`src/rtl/clock_pkg.sv`:
```
// Shared time widths, limits and alarm channel state encoding.
package clock_pkg;
  localparam int HR_W      = 6;
  localparam int MIN_W     = 6;
  localparam int SEC_W     = 6;
  localparam int HR_MAX_24 = 23;
  localparam int MIN_MAX   = 59;

  typedef enum logic [1:0] {
    DISARMED = 2'd0,
    ARMED    = 2'd1,
    RINGING  = 2'd2,
    SNOOZED  = 2'd3
  } alarm_state_t;
endpackage

```
`src/rtl/alarm_channel.sv`:
```
// One alarm channel: programmed hr/min, arm/ring/snooze FSM and its counters.
// Snooze support is compiled in only when ALARM_SNOOZE_EN is defined.
module alarm_channel
  import clock_pkg::*;
#(
  parameter int RING_SECS   = 60,
  parameter int SNOOZE_MIN  = 5,
  parameter int MAX_SNOOZES = 3
) (
  input  logic             clk,
  input  logic             reset,
  input  logic [HR_W-1:0]  curr_hr,
  input  logic [MIN_W-1:0] curr_min,
  input  logic [SEC_W-1:0] curr_sec,
  input  logic             wr_en,
  input  logic [HR_W-1:0]  wr_hr,
  input  logic [MIN_W-1:0] wr_min,
  input  logic             wr_arm,
  input  logic             ack,
  input  logic             snooze,
  output logic             ringing,
  output logic             snoozed
);
  localparam int RC_W = $clog2(RING_SECS + 1);
  localparam logic [RC_W-1:0] RING_LOAD = RC_W'(RING_SECS);

  alarm_state_t     state_r, state_s;
  logic [HR_W-1:0]  hr_r;
  logic [MIN_W-1:0] min_r;
  logic [RC_W-1:0]  ring_cnt_r, ring_cnt_s;
  logic             ringing_r, snoozed_r;
  logic             trigger_s;

`ifdef ALARM_SNOOZE_EN
  localparam int SC_W = $clog2(SNOOZE_MIN * 60 + 1);
  localparam int SN_W = $clog2(MAX_SNOOZES + 1);
  localparam logic [SC_W-1:0] SNZ_LOAD = SC_W'(SNOOZE_MIN * 60);
  logic [SC_W-1:0] snz_cnt_r, snz_cnt_s;
  logic [SN_W-1:0] snz_num_r, snz_num_s;
`else
  logic unused_cfg_s;
  assign unused_cfg_s = snooze ^ (SNOOZE_MIN == 0) ^ (MAX_SNOOZES == 0);
`endif

  assign trigger_s = (state_r == ARMED) && (hr_r == curr_hr) && (min_r == curr_min)
                     && (curr_sec == {SEC_W{1'b0}});
  assign ringing   = ringing_r;
  assign snoozed   = snoozed_r;

  // Next-state: write > ack > snooze > timeout/snooze expiry > trigger.
  always_comb begin
    state_s    = state_r;
    ring_cnt_s = ring_cnt_r;
`ifdef ALARM_SNOOZE_EN
    snz_cnt_s  = snz_cnt_r;
    snz_num_s  = snz_num_r;
`endif
    if (wr_en) begin
      state_s    = wr_arm ? ARMED : DISARMED;
      ring_cnt_s = {RC_W{1'b0}};
`ifdef ALARM_SNOOZE_EN
      snz_cnt_s  = {SC_W{1'b0}};
      snz_num_s  = {SN_W{1'b0}};
`endif
    end else begin
      case (state_r)
        RINGING: begin
          if (ack) begin
            state_s    = ARMED;
            ring_cnt_s = {RC_W{1'b0}};
          end
`ifdef ALARM_SNOOZE_EN
          else if (snooze) begin
            ring_cnt_s = {RC_W{1'b0}};
            if (snz_num_r < SN_W'(MAX_SNOOZES)) begin
              state_s   = SNOOZED;
              snz_cnt_s = SNZ_LOAD;
              snz_num_s = snz_num_r + SN_W'(1);
            end else begin
              state_s = ARMED;
            end
          end
`endif
          else if (ring_cnt_r <= RC_W'(1)) begin
            state_s    = ARMED;
            ring_cnt_s = {RC_W{1'b0}};
          end else begin
            ring_cnt_s = ring_cnt_r - RC_W'(1);
          end
        end
`ifdef ALARM_SNOOZE_EN
        SNOOZED: begin
          if (ack) begin
            state_s   = ARMED;
            snz_cnt_s = {SC_W{1'b0}};
          end else if (snz_cnt_r <= SC_W'(1)) begin
            state_s    = RINGING;
            ring_cnt_s = RING_LOAD;
            snz_cnt_s  = {SC_W{1'b0}};
          end else begin
            snz_cnt_s = snz_cnt_r - SC_W'(1);
          end
        end
`endif
        ARMED: begin
          if (trigger_s) begin
            state_s    = RINGING;
            ring_cnt_s = RING_LOAD;
`ifdef ALARM_SNOOZE_EN
            snz_num_s  = {SN_W{1'b0}};
`endif
          end else begin
            state_s = ARMED;
          end
        end
        DISARMED: state_s = DISARMED;
        default:  state_s = DISARMED;
      endcase
    end
  end

  // State, programmed time, counters and registered status outputs.
  always_ff @(posedge clk or posedge reset) begin
    if (reset) begin
      state_r    <= DISARMED;
      hr_r       <= {HR_W{1'b0}};
      min_r      <= {MIN_W{1'b0}};
      ring_cnt_r <= {RC_W{1'b0}};
      ringing_r  <= 1'b0;
      snoozed_r  <= 1'b0;
`ifdef ALARM_SNOOZE_EN
      snz_cnt_r  <= {SC_W{1'b0}};
      snz_num_r  <= {SN_W{1'b0}};
`endif
    end else begin
      state_r    <= state_s;
      ring_cnt_r <= ring_cnt_s;
      ringing_r  <= (state_s == RINGING);
      snoozed_r  <= (state_s == SNOOZED);
      if (wr_en) begin
        hr_r  <= wr_hr;
        min_r <= wr_min;
      end
`ifdef ALARM_SNOOZE_EN
      snz_cnt_r  <= snz_cnt_s;
      snz_num_r  <= snz_num_s;
`endif
    end
  end
endmodule

```
`src/rtl/alarm_bank.sv`:
```
// Multi-channel alarm unit: write validation/decode, merged buzzer and
// lowest-index ringing channel encoder. Snooze gated by ALARM_SNOOZE_EN.
module alarm_bank
  import clock_pkg::*;
#(
  parameter int NUM_ALARMS  = 4,
  parameter int RING_SECS   = 60,
  parameter int SNOOZE_MIN  = 5,
  parameter int MAX_SNOOZES = 3,
  localparam int IDX_W = (NUM_ALARMS > 1) ? $clog2(NUM_ALARMS) : 1
) (
  input  logic                  clk,
  input  logic                  reset,
  input  logic [HR_W-1:0]       curr_hr,
  input  logic [MIN_W-1:0]      curr_min,
  input  logic [SEC_W-1:0]      curr_sec,
  input  logic                  wr_en,
  input  logic [IDX_W-1:0]      wr_idx,
  input  logic [HR_W-1:0]       wr_hr,
  input  logic [MIN_W-1:0]      wr_min,
  input  logic                  wr_arm,
  input  logic                  ack,
  input  logic                  snooze,
  output logic [NUM_ALARMS-1:0] ring_vec,
  output logic [NUM_ALARMS-1:0] snoozed_vec,
  output logic                  buzzer,
  output logic                  active_valid,
  output logic [IDX_W-1:0]      active_idx,
  output logic                  wr_err
);
  logic wr_ok_s;

  assign wr_ok_s = (wr_hr <= HR_W'(HR_MAX_24)) && (wr_min <= MIN_W'(MIN_MAX))
                   && (int'(wr_idx) < NUM_ALARMS);

  for (genvar i = 0; i < NUM_ALARMS; i++) begin : g_ch
    alarm_channel #(
      .RING_SECS  (RING_SECS),
      .SNOOZE_MIN (SNOOZE_MIN),
      .MAX_SNOOZES(MAX_SNOOZES)
    ) u_ch (
      .clk     (clk),
      .reset   (reset),
      .curr_hr (curr_hr),
      .curr_min(curr_min),
      .curr_sec(curr_sec),
      .wr_en   (wr_en && wr_ok_s && (wr_idx == IDX_W'(i))),
      .wr_hr   (wr_hr),
      .wr_min  (wr_min),
      .wr_arm  (wr_arm),
      .ack     (ack),
      .snooze  (snooze),
      .ringing (ring_vec[i]),
      .snoozed (snoozed_vec[i])
    );
  end

  assign buzzer       = |ring_vec;
  assign active_valid = |ring_vec;

  // Lowest-index ringing channel; scanning downward lets the lowest win.
  always_comb begin
    active_idx = {IDX_W{1'b0}};
    for (int i = NUM_ALARMS - 1; i >= 0; i--) begin
      if (ring_vec[i]) begin
        active_idx = IDX_W'(i);
      end else begin
        active_idx = active_idx;
      end
    end
  end

  // One-cycle pulse for a rejected write.
  always_ff @(posedge clk or posedge reset) begin
    if (reset) begin
      wr_err <= 1'b0;
    end else begin
      wr_err <= wr_en && !wr_ok_s;
    end
  end
endmodule

```
`config.mk`:
```
export PLATFORM = sky130hd
export DESIGN_NAME = alarm_bank
export DESIGN_NICKNAME = d
export VERILOG_FILES = /design/src/rtl/clock_pkg.sv /design/src/rtl/alarm_channel.sv /design/src/rtl/alarm_bank.sv
export SDC_FILE = /design/constraint.sdc
export NUM_CORES = 1
export LEC_CHECK = 0
export ABC_AREA = 1
export CORE_UTILIZATION = 50
export DETAILED_ROUTE_END_ITERATION = 8
export PLACE_DENSITY_LB_ADDON = 0.1
export SLEW_MARGIN = 15
export SYNTH_ARGS = -nofsm -noshare
export SYNTH_HDL_FRONTEND = slang
export SYNTH_SLANG_ARGS = --single-unit
```
`constraint.sdc`:
```
create_clock -name clk -period 4.8 [get_ports clk]
set_input_delay 0.72 -clock clk [delete_from_list [all_inputs] [get_ports clk]]
set_output_delay 0.72 -clock clk [all_outputs]
set_load 0.005 [all_outputs]
```
==> flow_metrics.env, run 1 <==
export IMPL_io_pins=51
export IMPL_clk_latency_ps=360
export IMPL_ys_async_sr_fraction_pct=100
export IMPL_grt_use_total_pct=24.1
export IMPL_die_x_um=104
export IMPL_wire_per_inst_um=13.4
export IMPL_drt_initial_drc_count=209
export IMPL_crit_fanout=22
export IMPL_ys_flop_type="dfrtp_1"
export IMPL_numCtsBuffers=9
export IMPL_syn_instance_count=742
export IMPL_peakVddDrop_mv=0.153
export IMPL_post_cts_buffers=0
export IMPL_cp_cell_sequence="clkdlybuf4s50_1 -> nand4_1 -> nand2_2 -> a21oi_4 -> nand3_4 -> inv_1 -> nand2_1 -> a21oi_1"
export IMPL_synthSimpleGateAreaFrac_pct=31.0
export IMPL_wl_met1_mm=5.86
export IMPL_synth_compound_area_share_pct=9.25
export IMPL_power_density_nw_per_um2=296
export IMPL_port_buffers=49
export IMPL_cts_htree_levels=3
export IMPL_hold_viol=0
export IMPL_holdCritPathClass="reg2reg"
export IMPL_finalMaxSlewViolations=0
export IMPL_worst_setup_path_start_kind="primary input"
export IMPL_die_area_um2=10900
export IMPL_cpPeakStageDelay_ps=560
export IMPL_hold_buffers=0
export IMPL_synth_area_leader_cell="dfrtp_1"
export IMPL_clk_transition_reported_paths_ps=80
export IMPL_antenna_found_initial=0
export IMPL_grt_pass1_vias=4377
export IMPL_synth_top_cell_area_share_pct=42.4
export IMPL_crit_type="in2reg"
export IMPL_synthXorXnorAreaFrac_pct=2.67
export IMPL_setup_viol=0
export IMPL_cts_root_buf="clkbuf_8"
export IMPL_dp_hpwl_mm=9.10
export IMPL_met3_length_um=586
export IMPL_fmax_ghz=0.382
export IMPL_tightest_slew_ps=946
export IMPL_cts_tree="done"
export IMPL_syn_num_nets=796
export IMPL_floorplan_initialDensity_pct=51.3
export IMPL_fin_worst_skew_ps=6.03
export IMPL_wl_met2_mm=5.63
export IMPL_yosysSeqAreaShare_pct=42.4
export IMPL_syn_to_final_growth_pct=13.2
export IMPL_syn_area_um2=5250
export IMPL_nNetsFinal=839
export IMPL_postRouteAntennaNets=0
export IMPL_antennaDiodeCount=0
export IMPL_cp_arrival_ps=2900
export IMPL_via_per_inst=4.96
export IMPL_worst_ep_required_time_ps=5080
export IMPL_core_area_um2=10200
export IMPL_via_count=4576
export IMPL_overflow=0
export IMPL_synth_adder_area_share_pct=3.81
export IMPL_ys_ff_latch=89
export IMPL_crit_family="buffers and inverters"
export IMPL_cts_sinks=89
export IMPL_grt_max_degree=54
export IMPL_critPathCaptureType="register"
export IMPL_synth_edf_count=0
export IMPL_leakagePower_nw=3.20
export IMPL_synthMuxAreaShare_pct=0
export IMPL_grt_setup_unrepaired="false"
export IMPL_clk_path_buf_depth=2
export IMPL_firstDrtPassIters=5
export IMPL_avgSynthCellArea_um2=7.07
export IMPL_drc=0
export IMPL_maxCapViolCount=0
export IMPL_drive_above_1_share_pct=4.96
export IMPL_synth_top_family_by_area="simple AND/OR/NAND/NOR gates"
export IMPL_fin_crit_sh_pct=54.6
export IMPL_grt_pass1_wl_mm=20.5
export IMPL_fin_setup_tns_ps=0
export IMPL_gp_congestion=0.868
export IMPL_yosysMostFrequentCell="nand2_1"
export IMPL_cpMaxStageDelayCell="inv_1"
export IMPL_slew_headroom_pct=36.8
export IMPL_fill_cells=1005
export IMPL_synthTopCellsByArea="dfrtp_1 (42%), nand2_1 (21%), inv_1 (7.8%)"
export IMPL_fp_dieH_um=104
export IMPL_ys_warn_count=0
export IMPL_dr_max_layer_used="met4"
export IMPL_finalPower_w=0.00176
export IMPL_final_util_pct=58.1
export IMPL_outcome="complete, no violations"
export IMPL_synth_cell_types=28
export IMPL_fin_crit_ps=2620
export IMPL_routed_wirelength_mm=12.3
export IMPL_synth_common_cells="nand2_1 (298), inv_1 (109), dfrtp_1 (89), nor2_1 (61), o21ai_0 (51)"
export IMPL_critPathBufInv=2
export IMPL_ctsResizeCount=0
export IMPL_rows=37
[power breakdown]
part	internal [W]	switching, W
Sequential	0.000845	0.0000525
Combinational	0.000148	0.000234
Clock	0.000223	0.000253
Total	0.00122	0.000540
[area by class of cell]
class	count	area, um2	share of cell area [%]
flip-flops and latches	89	2230	37.5
repair buffers	50	498	8.38
clock buffers	13	169	2.84
multi-input cells	523	2450	41.3
inverters	112	422	7.10
well taps	136	170	2.86
[metrics by stage]
step	cell area, um2	setup slack (ps)	cells	hold WS (ps)
floorplan	5250	1770	742	449
global placement	5770	1840	910	464
detailed placement	5770	1820	910	468
CTS	5940	2170	923	489
global route	5940	1970	923	503
finish	5940	2180	923	492
[registers in the layout, summed over array words and instances, names as in the netlist]
| signal | flops |
|---|---|
| g_ch.u_ch.state_r | 8 |
| g_ch.u_ch.min_r | 24 |
| g_ch.u_ch.snoozed | 4 |
| wr_err | 1 |
| g_ch.u_ch.hr_r | 24 |
| g_ch.u_ch.ring_cnt_r | 24 |
| g_ch.u_ch.ringing | 4 |
[per-layer routing]
metal / track usage, % / vias up
li1: - / 2329
met4: 8.88 / 0
met1: 32.6 / 2133
met5: 0 / -
met3: 3.88 / 15
met2: 38.9 / 99
[logic make-up after synthesis]
| family | Yosys count |
|---|---|
| and+or+nand+nor | 404 |
| AOI/OAI and AO/OA | 87 |
| buffers and inverters | 130 |
| xor gates and xnor gates | 16 |
| DFF | 89 |
| adders and majority gates | 16 |
[cell usage in the layout (no fill, tap or decap)]
cell type        instances
nand3b_1                 2
inv_2                    3
clkbuf_8                12
nand3_1                 14
nor2_2                   3
o21ai_0                 51
o211ai_1                 4
nand3_4                  2
nand2_2                  7
dfrtp_1                 89
xor2_1                   8
o21ai_2                  3
nand2_1                298
a21oi_4                  1
nand4_1                  2
nand3_2                  2
nor2_1                  61
buf_4                    1
or2_0                    1
a21oi_2                  4
ha_1                    16
clkdlybuf4s50_1         49
inv_1                  108
clkbuf_1                 1
xnor2_1                  8
o21a_1                   1
a21oi_1                 23
clkinv_2                 1
nor3_1                  12
[worst reg2reg max path, delay by kind of cell, from the launching register on]
kind,cells,cell delay [ps]
compound gates,1,140
fa+ha+maj,1,260
buf+inv,2,230
flops,1,410
simple gates,7,760
[final timing paths]
check,from,endpoint,slack (ps),cells past startpoint
worst max register to register,g_ch[0].u_ch.state_r[1],g_ch[0].u_ch.ring_cnt_r[3],2900,11
worst min-delay path,g_ch[0].u_ch.ring_cnt_r[3],g_ch[0].u_ch.ring_cnt_r[3],490,2
worst min register to register,g_ch[0].u_ch.ring_cnt_r[3],g_ch[0].u_ch.ring_cnt_r[3],490,2
min in group asynchronous,reset,g_ch[3].u_ch.ring_cnt_r[1],860,2
worst max-delay path,wr_min[4],g_ch[1].u_ch.snoozed,2180,8
max in group asynchronous,reset,g_ch[2].u_ch.hr_r[1],2900,3
Power figures use the tool's default switching activity.
==> run 2: changes to the inputs <==
clock period = 2.32 ns   (was 4.8 ns; I/O delays follow)
==> run 2 against run 1 <==
  * Non-clock buffer count grew 14
  * Total power grew 120%
  * Register-to-register slack lost 2500 ps
  * Sequential share of layout area shrank 1.2 points
  * Combinational power grew 110%
  * Count of clock-buffer cells in the layout shrank 1
  * Design area grew 3.3%
  * Sequential power grew 110%
  * Cell count grew 1.7%
  * Worst setup slack lost 1800 ps
  * Critical path type is now reg2out
  * Critical endpoint is now active_idx[1]
  * Highest routed layer unchanged
==> flow_metrics.env, run 2 (synthesized netlist as in run 1, its figures left out) <==
export IMPL_outcome="complete, no violations"
export IMPL_nNetsFinal=853
export IMPL_cts_htree_levels=3
export IMPL_tightest_slew_ps=506
export IMPL_drt_initial_drc_count=207
export IMPL_grt_pass1_vias=4381
export IMPL_die_x_um=104
export IMPL_power_density_nw_per_um2=628
export IMPL_worst_setup_path_start_kind="register"
export IMPL_hold_buffers=0
export IMPL_setup_viol=0
export IMPL_grt_max_degree=90
export IMPL_cpMaxStageDelayCell="clkdlybuf4s50_1"
export IMPL_antenna_found_initial=0
export IMPL_crit_fanout=3
export IMPL_hold_viol=0
export IMPL_finalMaxSlewViolations=0
export IMPL_rows=37
export IMPL_fin_worst_skew_ps=5.55
export IMPL_core_area_um2=10200
export IMPL_fmax_ghz=0.504
export IMPL_post_cts_buffers=0
export IMPL_cp_cell_sequence="nor2_1 -> o21a_1 -> clkdlybuf4s50_1"
export IMPL_peakVddDrop_mv=0.304
export IMPL_io_pins=51
export IMPL_dp_hpwl_mm=9.16
export IMPL_grt_pass1_wl_mm=20.9
export IMPL_floorplan_initialDensity_pct=51.3
export IMPL_clk_path_buf_depth=2
export IMPL_grt_use_total_pct=24.5
export IMPL_firstDrtPassIters=5
export IMPL_worstSetupPathDepth=3
export IMPL_leakagePower_nw=3.29
export IMPL_fin_crit_sh_pct=85.5
export IMPL_clk_latency_ps=370
export IMPL_die_area_um2=10900
export IMPL_overflow=0
export IMPL_grt_setup_unrepaired="false"
export IMPL_cp_arrival_ps=1640
export IMPL_fill_cells=941
export IMPL_via_per_inst=4.93
export IMPL_critPathBufInv=1
export IMPL_mostFrequentLayoutCells="nand2_1 (298), inv_1 (108), dfrtp_1 (89), nor2_1 (61), o21ai_0 (51)"
export IMPL_fp_dieH_um=104
export IMPL_gp_congestion=0.830
export IMPL_holdCritPathClass="in2async"
export IMPL_reg2reg_depth=11
export IMPL_drive_above_1_share_pct=6.72
export IMPL_drc=0
export IMPL_cts_sinks=89
export IMPL_wire_per_inst_um=13.3
export IMPL_fin_crit_ps=1980
export IMPL_final_common_cell="nand2_1"
export IMPL_via_count=4628
export IMPL_syn_to_final_growth_pct=17.0
export IMPL_maxCapViolCount=0
export IMPL_regToRegStartpoint="g_ch[1].u_ch.state_r[1]"
export IMPL_routed_wirelength_mm=12.5
export IMPL_ctsResizeCount=0
export IMPL_endpoint="active_idx[1]"
export IMPL_antennaDiodeCount=0
export IMPL_reg2reg_slack_ps=360
export IMPL_worst_ep_required_time_ps=1970
export IMPL_critPathCaptureType="output pin"
export IMPL_numCtsBuffers=9
export IMPL_cts_root_buf="clkbuf_8"
export IMPL_hold_ws_ps=463
export IMPL_port_buffers=49
export IMPL_r2r_end="g_ch[1].u_ch.ring_cnt_r[0]"
export IMPL_biggestRegsByFlops="g_ch.u_ch.hr_r x24, g_ch.u_ch.min_r x24, g_ch.u_ch.ring_cnt_r x24"
export IMPL_cpPeakStageDelay_ps=490
export IMPL_crit_type="reg2out"
export IMPL_finalPower_w=0.00386
export IMPL_slew_headroom_pct=66.2
export IMPL_startpoint="g_ch[0].u_ch.ringing"
export IMPL_postRouteAntennaNets=0
export IMPL_fin_setup_tns_ps=0
export IMPL_cts_tree="done"
export IMPL_crit_family="buffers and inverters"
export IMPL_clk_transition_reported_paths_ps=90
==> run 2: cell count changes in the layout (fill, tap and decap cells not counted) <==
cell / change
buf_12: +4
clkbuf_1: +1
clkbuf_8: -2
bufinv_16: +2
buf_4: +10
clkinvlp_4: +1
==> run 2: layer usage <==
| layer | share of wire, % | global-route usage [%] | routed length, um |
|---|---|---|---|
| met3 | 4.6 | 3.01 | 567 |
| met5 | 0 | 0 | 0 |
| met1 | 49 | 34.4 | 6170 |
| met2 | 45 | 38.9 | 5550 |
| met4 | 1.4 | 8.78 | 172 |
==> run 2: final cells by class <==
class	instances	area, um2	area share [%]
timing repair buffer	64	653	10.6
clock inverter	3	65.1	1.06
clock buffer	12	145	2.36
multi-input combinational	523	2450	40.0
sequential	89	2230	36.3
tap	136	170	2.77
inverter	112	424	6.91
==> run 2: per-stage QoR <==
step / instances / util [%] / instance area, um2 / setup WS (ps)
finish: 939 / 60.0 / 6140 / 337
global route: 939 / 60.0 / 6140 / 188
CTS: 939 / 60.0 / 6140 / 293
detailed placement: 924 / 58.0 / 5930 / 117
global placement: 924 / 58.0 / 5930 / 153
floorplan: 742 / - / 5250 / 774
==> run 2: worst min-delay path by stage <==
stage / cells after the start / slack, ps / to
floorplan: 2 / 450 / g_ch[0].u_ch.ring_cnt_r[3]
global placement: 2 / 470 / g_ch[1].u_ch.ring_cnt_r[3]
detailed placement: 2 / 470 / g_ch[1].u_ch.ring_cnt_r[3]
CTS: 3 / 490 / g_ch[3].u_ch.ring_cnt_r[3]
global route: 3 / 530 / g_ch[0].u_ch.min_r[0]
finish: 3 / 460 / g_ch[3].u_ch.ring_cnt_r[1]
==> run 2: worst register-to-register path, stage by stage, from the launching register on <==
cell and delay (ps):
dfrtp_1 400, inv_1 60, ha_1 260, inv_1 190
a21oi_1 160, nand3_1 80, nor2_1 110, nand2_1 160
nand3_1 130, nand2_1 160, nand2_1 100, nand2_1 50
==> run 2: where the power goes <==
part           switching, W  internal (W)  leakage, nW  total [W]
Clock              0.000555      0.000630        0.106    0.00119
Sequential         0.000111       0.00175         1.14    0.00186
Combinational      0.000491      0.000323         2.05   0.000814
